$ cat src/rtl/arm7tdmi_ptw_if.sv
// Descriptor-fetch bus between the page-table walker and memory.
// The master modport belongs to the walker; the slave modport belongs to the memory side.
interface arm7tdmi_ptw_if;
   logic        mem_req;
   logic [31:0] mem_addr;
   logic [31:0] mem_rdata;
   logic        mem_ready;
   logic        mem_abort;

   modport master (
      output mem_req,
      output mem_addr,
      input  mem_rdata,
      input  mem_ready,
      input  mem_abort
   );

   modport slave (
      input  mem_req,
      input  mem_addr,
      output mem_rdata,
      output mem_ready,
      output mem_abort
   );
endinterface

$ cat src/rtl/arm7tdmi_ptw.sv
// ARMv4 two-level page-table walker. It fetches L1 section/coarse and L2 large/small
// descriptors, checks the domain, and returns a one-cycle TLB fill or a one-cycle fault.
module arm7tdmi_ptw #(
   parameter int ADDR_WIDTH = 32,
   parameter int ASID_WIDTH = 8
) (
   input  logic                  clk,
   input  logic                  rst,
   input  logic                  walk_req,
   output logic                  walk_ready,
   input  logic [ADDR_WIDTH-1:0] walk_vaddr,
   input  logic [ASID_WIDTH-1:0] walk_asid,
   input  logic [31:0]           ttb_base,
   input  logic [31:0]           domain_access,
   input  logic                  walk_flush,
   arm7tdmi_ptw_if.master        mem,
   output logic                  fill_valid,
   output logic [ADDR_WIDTH-1:0] fill_vaddr,
   output logic [ADDR_WIDTH-1:0] fill_paddr,
   output logic [1:0]            fill_size,
   output logic [1:0]            fill_ap,
   output logic [3:0]            fill_domain,
   output logic                  fill_mgr,
   output logic                  fill_c,
   output logic                  fill_b,
   output logic [ASID_WIDTH-1:0] fill_asid,
   output logic                  fault_valid,
   output logic [3:0]            fault_status,
   output logic [ADDR_WIDTH-1:0] fault_addr,
   output logic [31:0]           walk_count,
   output logic [31:0]           fault_count
);

   typedef enum logic [2:0] {IDLE, L1, L2, RESP, DRAIN} state_t;

   state_t                state_q, state_d;
   logic [31:0]           vaddr_q, vaddr_d;
   logic [ASID_WIDTH-1:0] asid_q, asid_d;
   logic [3:0]            domain_q, domain_d;
   logic                  discard_q, discard_d;
   logic                  mem_req_q, mem_req_d;
   logic [31:0]           mem_addr_q, mem_addr_d;
   logic                  fill_valid_q, fill_valid_d;
   logic [31:0]           fill_vaddr_q, fill_vaddr_d;
   logic [31:0]           fill_paddr_q, fill_paddr_d;
   logic [1:0]            fill_size_q, fill_size_d;
   logic [1:0]            fill_ap_q, fill_ap_d;
   logic [3:0]            fill_domain_q, fill_domain_d;
   logic                  fill_mgr_q, fill_mgr_d;
   logic                  fill_c_q, fill_c_d;
   logic                  fill_b_q, fill_b_d;
   logic [ASID_WIDTH-1:0] fill_asid_q, fill_asid_d;
   logic                  fault_valid_q, fault_valid_d;
   logic [3:0]            fault_status_q, fault_status_d;
   logic [31:0]           fault_addr_q, fault_addr_d;
   logic [31:0]           walk_count_q, walk_count_d;
   logic [31:0]           fault_count_q, fault_count_d;

   logic        res_fill, res_fault;
   logic [3:0]  res_status;
   logic [31:0] res_paddr;
   logic [1:0]  res_size, res_ap, res_field;
   logic [3:0]  res_domain;
   logic        res_c, res_b;
   logic        flush_now;
   logic [31:0] d;

   // Descriptor bits not used by any supported format, and the ignored TTB low bits.
   logic unused_bits;
   assign unused_bits = ^{ttb_base[13:0], mem.mem_rdata[9]};

   function automatic logic [1:0] dacr_field(input logic [31:0] dacr, input logic [3:0] dom);
      return dacr[{dom, 1'b0} +: 2];
   endfunction

   always_comb begin
      state_d        = state_q;
      vaddr_d        = vaddr_q;
      asid_d         = asid_q;
      domain_d       = domain_q;
      discard_d      = discard_q;
      mem_req_d      = mem_req_q;
      mem_addr_d     = mem_addr_q;
      fill_valid_d   = 1'b0;
      fill_vaddr_d   = fill_vaddr_q;
      fill_paddr_d   = fill_paddr_q;
      fill_size_d    = fill_size_q;
      fill_ap_d      = fill_ap_q;
      fill_domain_d  = fill_domain_q;
      fill_mgr_d     = fill_mgr_q;
      fill_c_d       = fill_c_q;
      fill_b_d       = fill_b_q;
      fill_asid_d    = fill_asid_q;
      fault_valid_d  = 1'b0;
      fault_status_d = fault_status_q;
      fault_addr_d   = fault_addr_q;
      walk_count_d   = walk_count_q;
      fault_count_d  = fault_count_q;
      res_fill       = 1'b0;
      res_fault      = 1'b0;
      res_status     = 4'h0;
      res_paddr      = 32'h0;
      res_size       = 2'b00;
      res_ap         = 2'b00;
      res_domain     = 4'h0;
      res_c          = 1'b0;
      res_b          = 1'b0;
      res_field      = 2'b00;
      d              = mem.mem_rdata;
      flush_now      = discard_q | walk_flush;

      case (state_q)
         IDLE: begin
            if (walk_req) begin
               vaddr_d    = walk_vaddr;
               asid_d     = walk_asid;
               discard_d  = 1'b0;
               mem_req_d  = 1'b1;
               mem_addr_d = {ttb_base[31:14], walk_vaddr[31:20], 2'b00};
               state_d    = L1;
            end
         end
         L1: begin
            discard_d = flush_now;
            if (mem.mem_ready) begin
               res_domain = d[8:5];
               res_field  = dacr_field(domain_access, d[8:5]);
               if (flush_now) begin
                  state_d   = DRAIN;
                  mem_req_d = 1'b0;
               end else if (mem.mem_abort) begin
                  res_fault  = 1'b1;
                  res_status = 4'hC;
               end else if (d[1:0] == 2'b00 || d[1:0] == 2'b11) begin
                  res_fault  = 1'b1;
                  res_status = 4'h5;
               end else if (d[1:0] == 2'b10) begin
                  if (!res_field[0]) begin
                     res_fault  = 1'b1;
                     res_status = 4'h9;
                  end else begin
                     res_fill  = 1'b1;
                     res_paddr = {d[31:20], 20'b0};
                     res_size  = 2'b00;
                     res_ap    = d[11:10];
                     res_c     = d[3];
                     res_b     = d[2];
                  end
               end else begin
                  domain_d   = d[8:5];
                  mem_addr_d = {d[31:10], vaddr_q[19:12], 2'b00};
                  state_d    = L2;
               end
            end
         end
         L2: begin
            discard_d = flush_now;
            if (mem.mem_ready) begin
               res_domain = domain_q;
               res_field  = dacr_field(domain_access, domain_q);
               res_ap     = d[5:4];
               res_c      = d[3];
               res_b      = d[2];
               if (flush_now) begin
                  state_d   = DRAIN;
                  mem_req_d = 1'b0;
               end else if (mem.mem_abort) begin
                  res_fault  = 1'b1;
                  res_status = 4'hE;
               end else if (d[1:0] == 2'b00 || d[1:0] == 2'b11) begin
                  res_fault  = 1'b1;
                  res_status = 4'h7;
               end else if (!res_field[0]) begin
                  res_fault  = 1'b1;
                  res_status = 4'hB;
               end else if (d[1:0] == 2'b01) begin
                  res_fill  = 1'b1;
                  res_paddr = {d[31:16], 16'b0};
                  res_size  = 2'b01;
               end else begin
                  res_fill  = 1'b1;
                  res_paddr = {d[31:12], 12'b0};
                  res_size  = 2'b10;
               end
            end
         end
         RESP:    state_d = IDLE;
         DRAIN:   state_d = IDLE;
         default: state_d = IDLE;
      endcase

      // Results are registered into RESP so the pulse and its fields appear together.
      if (res_fill || res_fault) begin
         state_d      = RESP;
         mem_req_d    = 1'b0;
         walk_count_d = walk_count_q + 32'd1;
      end
      if (res_fill) begin
         fill_valid_d  = 1'b1;
         fill_vaddr_d  = vaddr_q;
         fill_paddr_d  = res_paddr;
         fill_size_d   = res_size;
         fill_ap_d     = res_ap;
         fill_domain_d = res_domain;
         fill_mgr_d    = (res_field == 2'b11);
         fill_c_d      = res_c;
         fill_b_d      = res_b;
         fill_asid_d   = asid_q;
      end
      if (res_fault) begin
         fault_valid_d  = 1'b1;
         fault_status_d = res_status;
         fault_addr_d   = vaddr_q;
         fault_count_d  = fault_count_q + 32'd1;
      end
   end

   always_ff @(posedge clk) begin
      if (rst) begin
         state_q        <= IDLE;
         vaddr_q        <= '0;
         asid_q         <= '0;
         domain_q       <= '0;
         discard_q      <= 1'b0;
         mem_req_q      <= 1'b0;
         mem_addr_q     <= '0;
         fill_valid_q   <= 1'b0;
         fill_vaddr_q   <= '0;
         fill_paddr_q   <= '0;
         fill_size_q    <= '0;
         fill_ap_q      <= '0;
         fill_domain_q  <= '0;
         fill_mgr_q     <= 1'b0;
         fill_c_q       <= 1'b0;
         fill_b_q       <= 1'b0;
         fill_asid_q    <= '0;
         fault_valid_q  <= 1'b0;
         fault_status_q <= '0;
         fault_addr_q   <= '0;
         walk_count_q   <= '0;
         fault_count_q  <= '0;
      end else begin
         state_q        <= state_d;
         vaddr_q        <= vaddr_d;
         asid_q         <= asid_d;
         domain_q       <= domain_d;
         discard_q      <= discard_d;
         mem_req_q      <= mem_req_d;
         mem_addr_q     <= mem_addr_d;
         fill_valid_q   <= fill_valid_d;
         fill_vaddr_q   <= fill_vaddr_d;
         fill_paddr_q   <= fill_paddr_d;
         fill_size_q    <= fill_size_d;
         fill_ap_q      <= fill_ap_d;
         fill_domain_q  <= fill_domain_d;
         fill_mgr_q     <= fill_mgr_d;
         fill_c_q       <= fill_c_d;
         fill_b_q       <= fill_b_d;
         fill_asid_q    <= fill_asid_d;
         fault_valid_q  <= fault_valid_d;
         fault_status_q <= fault_status_d;
         fault_addr_q   <= fault_addr_d;
         walk_count_q   <= walk_count_d;
         fault_count_q  <= fault_count_d;
      end
   end

   assign walk_ready   = (state_q == IDLE);
   assign mem.mem_req  = mem_req_q;
   assign mem.mem_addr = mem_addr_q;
   assign fill_valid   = fill_valid_q;
   assign fill_vaddr   = fill_vaddr_q;
   assign fill_paddr   = fill_paddr_q;
   assign fill_size    = fill_size_q;
   assign fill_ap      = fill_ap_q;
   assign fill_domain  = fill_domain_q;
   assign fill_mgr     = fill_mgr_q;
   assign fill_c       = fill_c_q;
   assign fill_b       = fill_b_q;
   assign fill_asid    = fill_asid_q;
   assign fault_valid  = fault_valid_q;
   assign fault_status = fault_status_q;
   assign fault_addr   = fault_addr_q;
   assign walk_count   = walk_count_q;
   assign fault_count  = fault_count_q;

endmodule

$ cat src/flat_wrapper.sv
// flat-port wrapper written by rule: the top's interface ports become plain ports
module arm7tdmi_ptw_flat 
#(
   parameter int ADDR_WIDTH = 32,
   parameter int ASID_WIDTH = 8
)
  (clk, rst, walk_req, walk_ready, walk_vaddr, walk_asid, ttb_base, domain_access, walk_flush, fill_valid, fill_vaddr, fill_paddr, fill_size, fill_ap, fill_domain, fill_mgr, fill_c, fill_b, fill_asid, fault_valid, fault_status, fault_addr, walk_count, fault_count, mem_mem_req, mem_mem_addr, mem_mem_rdata, mem_mem_ready, mem_mem_abort);
  arm7tdmi_ptw_if mem_i ();
  input  logic clk;
  input  logic rst;
  input  logic walk_req;
  output logic walk_ready;
  input  logic [ADDR_WIDTH-1:0] walk_vaddr;
  input  logic [ASID_WIDTH-1:0] walk_asid;
  input  logic [31:0] ttb_base;
  input  logic [31:0] domain_access;
  input  logic walk_flush;
  output logic fill_valid;
  output logic [ADDR_WIDTH-1:0] fill_vaddr;
  output logic [ADDR_WIDTH-1:0] fill_paddr;
  output logic [1:0] fill_size;
  output logic [1:0] fill_ap;
  output logic [3:0] fill_domain;
  output logic fill_mgr;
  output logic fill_c;
  output logic fill_b;
  output logic [ASID_WIDTH-1:0] fill_asid;
  output logic fault_valid;
  output logic [3:0] fault_status;
  output logic [ADDR_WIDTH-1:0] fault_addr;
  output logic [31:0] walk_count;
  output logic [31:0] fault_count;
  output wire logic [$bits(mem_i.mem_req)-1:0] mem_mem_req;
  output wire logic [$bits(mem_i.mem_addr)-1:0] mem_mem_addr;
  input wire logic [$bits(mem_i.mem_rdata)-1:0] mem_mem_rdata;
  input wire logic [$bits(mem_i.mem_ready)-1:0] mem_mem_ready;
  input wire logic [$bits(mem_i.mem_abort)-1:0] mem_mem_abort;
  assign mem_mem_req = mem_i.mem_req;
  assign mem_mem_addr = mem_i.mem_addr;
  assign mem_i.mem_rdata = mem_mem_rdata;
  assign mem_i.mem_ready = mem_mem_ready;
  assign mem_i.mem_abort = mem_mem_abort;
  arm7tdmi_ptw #(.ADDR_WIDTH(ADDR_WIDTH), .ASID_WIDTH(ASID_WIDTH)) u_core (.clk(clk), .rst(rst), .walk_req(walk_req), .walk_ready(walk_ready), .walk_vaddr(walk_vaddr), .walk_asid(walk_asid), .ttb_base(ttb_base), .domain_access(domain_access), .walk_flush(walk_flush), .mem(mem_i), .fill_valid(fill_valid), .fill_vaddr(fill_vaddr), .fill_paddr(fill_paddr), .fill_size(fill_size), .fill_ap(fill_ap), .fill_domain(fill_domain), .fill_mgr(fill_mgr), .fill_c(fill_c), .fill_b(fill_b), .fill_asid(fill_asid), .fault_valid(fault_valid), .fault_status(fault_status), .fault_addr(fault_addr), .walk_count(walk_count), .fault_count(fault_count));
endmodule
$ cat config.mk
export PLATFORM = sky130hd
export DESIGN_NAME = arm7tdmi_ptw_flat
export DESIGN_NICKNAME = d
export VERILOG_FILES = /design/src/rtl/arm7tdmi_ptw_if.sv /design/src/rtl/arm7tdmi_ptw.sv /design/src/flat_wrapper.sv
export SDC_FILE = /design/constraint.sdc
export NUM_CORES = 1
export LEC_CHECK = 0
export BUFFER_PORTS_ARGS = -buffer_cell sky130_fd_sc_hd__buf_2
export CAP_MARGIN = 0
export CORE_MARGIN = 10
export CORE_UTILIZATION = 31
export CTS_BUF_LIST = sky130_fd_sc_hd__clkbuf_16
export CTS_CLUSTER_DIAMETER = 120
export DETAILED_ROUTE_END_ITERATION = 16
export PLACE_DENSITY = 0.64
export SYNTH_ARGS = -nofsm -noshare
export SYNTH_HDL_FRONTEND = slang
export SYNTH_SLANG_ARGS = --single-unit
$ cat constraint.sdc
create_clock -name clk -period 3.6 [get_ports clk]
set_input_delay 0 -clock clk [delete_from_list [all_inputs] [get_ports clk]]
set_output_delay 0 -clock clk [all_outputs]
set_load 0.01 [all_outputs]
# Word level (Yosys, flattened, before mapping)
# Index checks and enable logic that the tools add are counted.
dict set report word_totals {
  ff_bits 266
  out_inout_bits 219
}
dict set report op_classes {
  add_sub_neg 2
  n_eq_ne 26
  n_shift 2
  muxes 111
  n_bitwise 5
  reduce_logical 15
}
# op n
set op_table {}
lappend op_table {{$mux W32} 17}
lappend op_table {{$pmux W32 S2} 2}
lappend op_table {{$add A32 B1 Y32 const B} 2}
lappend op_table {{$shiftx A32 B6 Y2} 2}
lappend op_table {{$mux W4} 13}
lappend op_table {{$mux W1} 42}
lappend op_table {{$mux W2} 17}
lappend op_table {{$mux W3} 8}
lappend op_table {{$reduce_and A7 Y1} 3}
lappend op_table {{$ne A3 B2 Y1 const B} 6}
lappend op_table {{$mux W16} 1}
lappend op_table {{$pmux W4 S2} 2}
lappend op_table {{$ne A2 B2 Y1 const B} 7}
lappend op_table {{$pmux W1 S2} 6}
lappend op_table {{$pmux W3 S3} 1}
lappend op_table {{$ne A4 B3 Y1 const B} 2}
lappend op_table {{$pmux W2 S2} 2}
lappend op_table {{$eq A2 B2 Y1 const B} 3}
lappend op_table {{$ne A2 B1 Y1 const B} 3}
lappend op_table {{$reduce_and A6 Y1} 1}
lappend op_table {{$ne A4 B2 Y1 const B} 1}
lappend op_table {{$not A1 Y1} 4}
lappend op_table {{$reduce_and A2 Y1} 2}
lappend op_table {{$reduce_and A4 Y1} 1}
lappend op_table {{other kinds (10)} 13}

# Logic depth before layout (Yosys ltp)
dict set report depth {
  ltp_word 11
  ltp_mapped 12
  mapped_depth_nobuf 9
}

# Least setup slack after synthesis
# No wires, ideal clock.
dict set report synth_path {
  path_type {reg2reg}
  from {register u_core.domain_q[1]}
  to {register u_core.fault_count_q[27], in the netlist u_core.fault_count[27]}
  arrival_ns 2.468
  path_slack_ns 1.062
  stages_incl_launch_ff 9
  path_buffers 1
  synth_period_minus_slack_ns 2.538
  path_cell_list {dfxtp_1 buf_6 mux4_2 a22o_1 a311oi_2 a311oi_2 or4_4 or3_1 a21oi_1}
}
dict set report synth_via {
  elab_chain_len 7
}
# item line
set synth_rtl {}
lappend synth_rtl {{from (decl)} arm7tdmi_ptw.sv:39} ;# logic [3:0] domain_q, domain_d;
lappend synth_rtl {{from (signal assigned)} arm7tdmi_ptw.sv:246} ;# domain_q <= domain_d;
lappend synth_rtl {{$shiftx A32 B6 Y2} arm7tdmi_ptw.sv:73} ;# return dacr[{dom, 1'b0} +: 2];
lappend synth_rtl {{$mux W1} arm7tdmi_ptw.sv:173} ;# end else if (!res_field[0]) begin
lappend synth_rtl {{$mux W1} arm7tdmi_ptw.sv:170} ;# end else if (d[1:0] == 2'b00 || d[1:0] == 2'b11) begin
lappend synth_rtl {{$mux W1} arm7tdmi_ptw.sv:167} ;# end else if (mem.mem_abort) begin
lappend synth_rtl {{$mux W1} arm7tdmi_ptw.sv:164} ;# if (flush_now) begin
lappend synth_rtl {{$mux W1} arm7tdmi_ptw.sv:158} ;# if (mem.mem_ready) begin
lappend synth_rtl {{$pmux W1 S2} arm7tdmi_ptw.sv:112} ;# case (state_q)
lappend synth_rtl {{to (signal assigned)} arm7tdmi_ptw.sv:264} ;# fault_count_q <= fault_count_d;
lappend synth_rtl {{to (decl)} arm7tdmi_ptw.sv:57} ;# logic [31:0] fault_count_q, fault_count_d;
# No other way between the ends.
# A chain may end at the register's enable or synchronous reset.

# Worst setup path after layout
dict set report layout_path {
  from {register u_core.domain_q[1]}
  to {register u_core.fill_b_q, in the netlist u_core.fill_b}
}
dict set report layout_via {
  elab_chain_len 7
}
# item line
set layout_rtl {}
lappend layout_rtl {{$shiftx A32 B6 Y2} arm7tdmi_ptw.sv:73}
lappend layout_rtl {{$mux W1} arm7tdmi_ptw.sv:173}
lappend layout_rtl {{$mux W1} arm7tdmi_ptw.sv:170}
lappend layout_rtl {{$mux W1} arm7tdmi_ptw.sv:167}
lappend layout_rtl {{$mux W1} arm7tdmi_ptw.sv:164}
lappend layout_rtl {{$mux W1} arm7tdmi_ptw.sv:158}
lappend layout_rtl {{$pmux W1 S2} arm7tdmi_ptw.sv:112}
lappend layout_rtl {{to (signal assigned)} arm7tdmi_ptw.sv:258} ;# fill_b_q <= fill_b_d;
lappend layout_rtl {{to (decl)} arm7tdmi_ptw.sv:51} ;# logic fill_b_q, fill_b_d;
# No other way between the ends.

==> impl_metrics.json <==
{
  "fin_skew_ns": 0.0216,
  "clock_sinks": 252,
  "gp_congestion": 0.815,
  "grt_max_degree": 144,
  "status": "complete, no violations",
  "avgSynthCellArea_um2": 8.35,
  "finalSetupViolations": 0,
  "crit_buf_inv": 2,
  "max-cap-violations": 0,
  "crit_fanout": 25,
  "area_growth_pct": 36.3,
  "min_period_ns": 3.36,
  "synth_area_leaders": "dfxtp_1, nand2_1, a21oi_1, mux2i_1, nor2_1",
  "hold_violations": 0,
  "p_leak_uw": 0.00596,
  "worstSetupStartpointType": "flip-flop",
  "yosysUniqueCellTypes": 52,
  "antenna_found_initial": 0,
  "drtAntennaViolNets": 0,
  "min_path_type": "in2reg",
  "tns_ns": 0,
  "synth_most_common_cell": "nand2_1",
  "synth_edf_count": 0,
  "cp_cell_sequence": "mux4_2, a22o_1, a31oi_1, nor4_2, o22a_2, buf_4, nand3_1, dlygate4sd3_1, a21oi_1",
  "grt_util_all_layers_pct": 17.3,
  "whs_ns": 0.0724,
  "htree_levels": 1,
  "rsz0062_at_grt": "no",
  "cp.required_ns": 3.99,
  "clk_pin_slew_ns": 0.06,
  "drive_above_1_share_pct": 24.7,
  "die_w_um": 205,
  "wire_per_inst_um": 18.1,
  "tightest_slew_ns": 1.07,
  "io_pins": 361,
  "clk_latency_ns": 0.55,
  "ys.warnings.count": 0,
  "hpwl_um": 26000,
  "drt_first_iter_violations": 528,
  "postSynthCellCount": 1269,
  "overflow": 0,
  "placementRows": 67,
  "grt_pass1_vias": 10400,
  "dieArea_mm2": 0.0420,
  "drc": 0,
  "peakVddDrop_uv": 395,
  "diodes": 0,
  "initial_core_util_pct": 31.5,
  "root_buffer": "clkbuf_16",
  "cp-end-kind": "flip-flop",
  "synth_seq_cells": 252,
  "coreArea_mm2": 0.0336,
  "synth_top_area_share_pct": 47.6,
  "finalCritPeriodShare_pct": 93.2,
  "crit_arrival_ns": 3.75,
  "clk_path_buf_depth": 3,
  "critPathMaxStageDelay_ns": 0.66,
  "ys_seq_area_share_pct": 47.6,
  "powerDensity_mw_per_mm2": 478,
  "routed_wl_um": 38300,
  "routed-via-count": 10500,
  "cts_tree": "built",
  "die_y_um": 205,
  "timing.fmax_mhz": 298,
  "yosysTopAreaCell": "dfxtp_1",
  "io_buffers": 331,
  "yosys-top-cells-count": "nand2_1, dfxtp_1, a21oi_1, nor2_1, clkbuf_1",
  "grt_pass1_wl_um": 58800,
  "critical-path-slowest-cell": "dfxtp_1",
  "synth_flop_cell": "dfxtp_1",
  "crit_type": "reg2reg",
  "routed_via_density": 4.96,
  "numCtsBuffers": 28,
  "slew_violations": 0,
  "post_cts_buffers": 0,
  "fin_total_pwr_uw": 6900,
  "cp_top_family": "compound AO/OA/AOI/OAI gates",
  "syn_area_mm2": 0.0106,
  "nets": 1796,
  "finalCoreUtilization_pct": 42.9,
  "first_pass_iters": 5,
  "max_slew_margin_pct": 28.3,
  "synthArstFlopShare_pct": 0
}
-- per-stage QoR --
stage / cell area, µm² / instances / setup WS [ns]
2_1_floorplan: 10600 / 1282 / 1.06
4_1_cts: 14400 / 2119 / 0.239
6_report: 14400 / 2119 / 0.244
3_3_place_gp: 12600 / 1972 / 0.563
3_5_place_dp: 12600 / 1972 / 0.531
5_1_grt: 14400 / 2119 / 0.0191
-- worst paths after layout --
check	slack, ns	start	depth (start not counted)	endpoint
worst max-delay path	0.24	u_core.domain_q[1]$_SDFFE_PP0P_	9	u_core.fill_b$_SDFFE_PP0P_
worst min-delay path	0.07	rst	2	u_core.fill_asid[6]$_SDFFE_PP0P_
worst max register to register	0.24	u_core.domain_q[1]$_SDFFE_PP0P_	9	u_core.fill_b$_SDFFE_PP0P_
worst min register to register	0.45	u_core.fill_b$_SDFFE_PP0P_	2	u_core.fill_b$_SDFFE_PP0P_
-- cell type report --
class	instances	area, µm²
clock buffer	28	701
clock inverter	23	139
fill	3294	19200
inverter	13	48.8
multi-input combinational	911	5120
sequential	252	5040
tap	448	561
timing repair buffer	444	2820
-- registers in the layout, summed over array words and instances (netlist names), 2 cells and up --
| register | flops |
|---|---|
| u_core.fill_vaddr | 32 |
| u_core.state_q | 3 |
| u_core.domain_q | 4 |
| u_core.vaddr_q | 32 |
| u_core.fill_ap | 2 |
| u_core.fill_paddr | 20 |
| u_core.fill_asid | 8 |
| u_core.fill_domain | 4 |
| u_core.walk_count | 32 |
| u_core.fault_addr | 32 |
| u_core.mem.mem_addr | 30 |
| u_core.asid_q | 8 |
| u_core.fault_count | 32 |
| u_core.fill_size | 2 |
| u_core.fault_status | 4 |
-- metal layers --
layer  track usage (%)  up-vias  part of all wire [%]
met5                 0        -                     0
met4              6.08        0                   3.1
met3              4.55       75                   7.6
met2              29.4      336                    48
met1              20.5     5016                    41
li1                  -     5084                     -
-- worst reg2reg max path, delay by kind of cell, from the launching register on --
| kind | cells | cell delay (ns) |
|---|---|---|
| AO/OA/AOI/OAI | 4 | 0.94 |
| buffers and inverters | 2 | 0.78 |
| AND/OR/NAND/NOR | 2 | 0.25 |
| flip-flops | 1 | 0.66 |
| multiplexers | 1 | 0.58 |
-- logic make-up (layout without fill, tap and decap cells) --
logic type | count (synthesis) | after routing | synth area share (%)
and+or+nand+nor | 541 | 541 | 22.2
AOI/OAI and AO/OA | 247 | 247 | 13.9
DFF | 252 | 252 | 47.6
buffers and inverters | 119 | 508 | 5.05
adders and majority gates | 4 | 4 | 0.473
other | 1 | 14 | 0.0354
muxes | 58 | 58 | 6.81
xor gates and xnor gates | 47 | 47 | 3.89
-- layout by cell type (no fill, tap or decap), drive strengths merged, types with 15 or more instances in the layout --
cell / netlist / layout
a211oi: 35 / 35
a21oi: 152 / 152
buf: 35 / 347
clkbuf: 71 / 29
dfxtp: 252 / 252
dlygate4sd3: 0 / 96
inv: 13 / 19
mux2i: 45 / 45
nand2: 295 / 295
nand3: 28 / 28
nor2: 110 / 110
nor3: 25 / 25
o21ai: 16 / 16
or3: 15 / 15
xnor2: 31 / 31
xor2: 16 / 16
-- what timing repair did --
action	4_1_cts	5_1_grt
endpoints found under the setup margin	0	2
resized for setup	0	1
hold buffers	96	0
endpoints found under the hold margin	107	0
-- power breakdown --
part	internal [µW]	switching, µW
combinational	460	721
sequential	2960	118
clock	1480	1160
total	4900	2000
No activity file was read; power rests on OpenSTA's default activity.
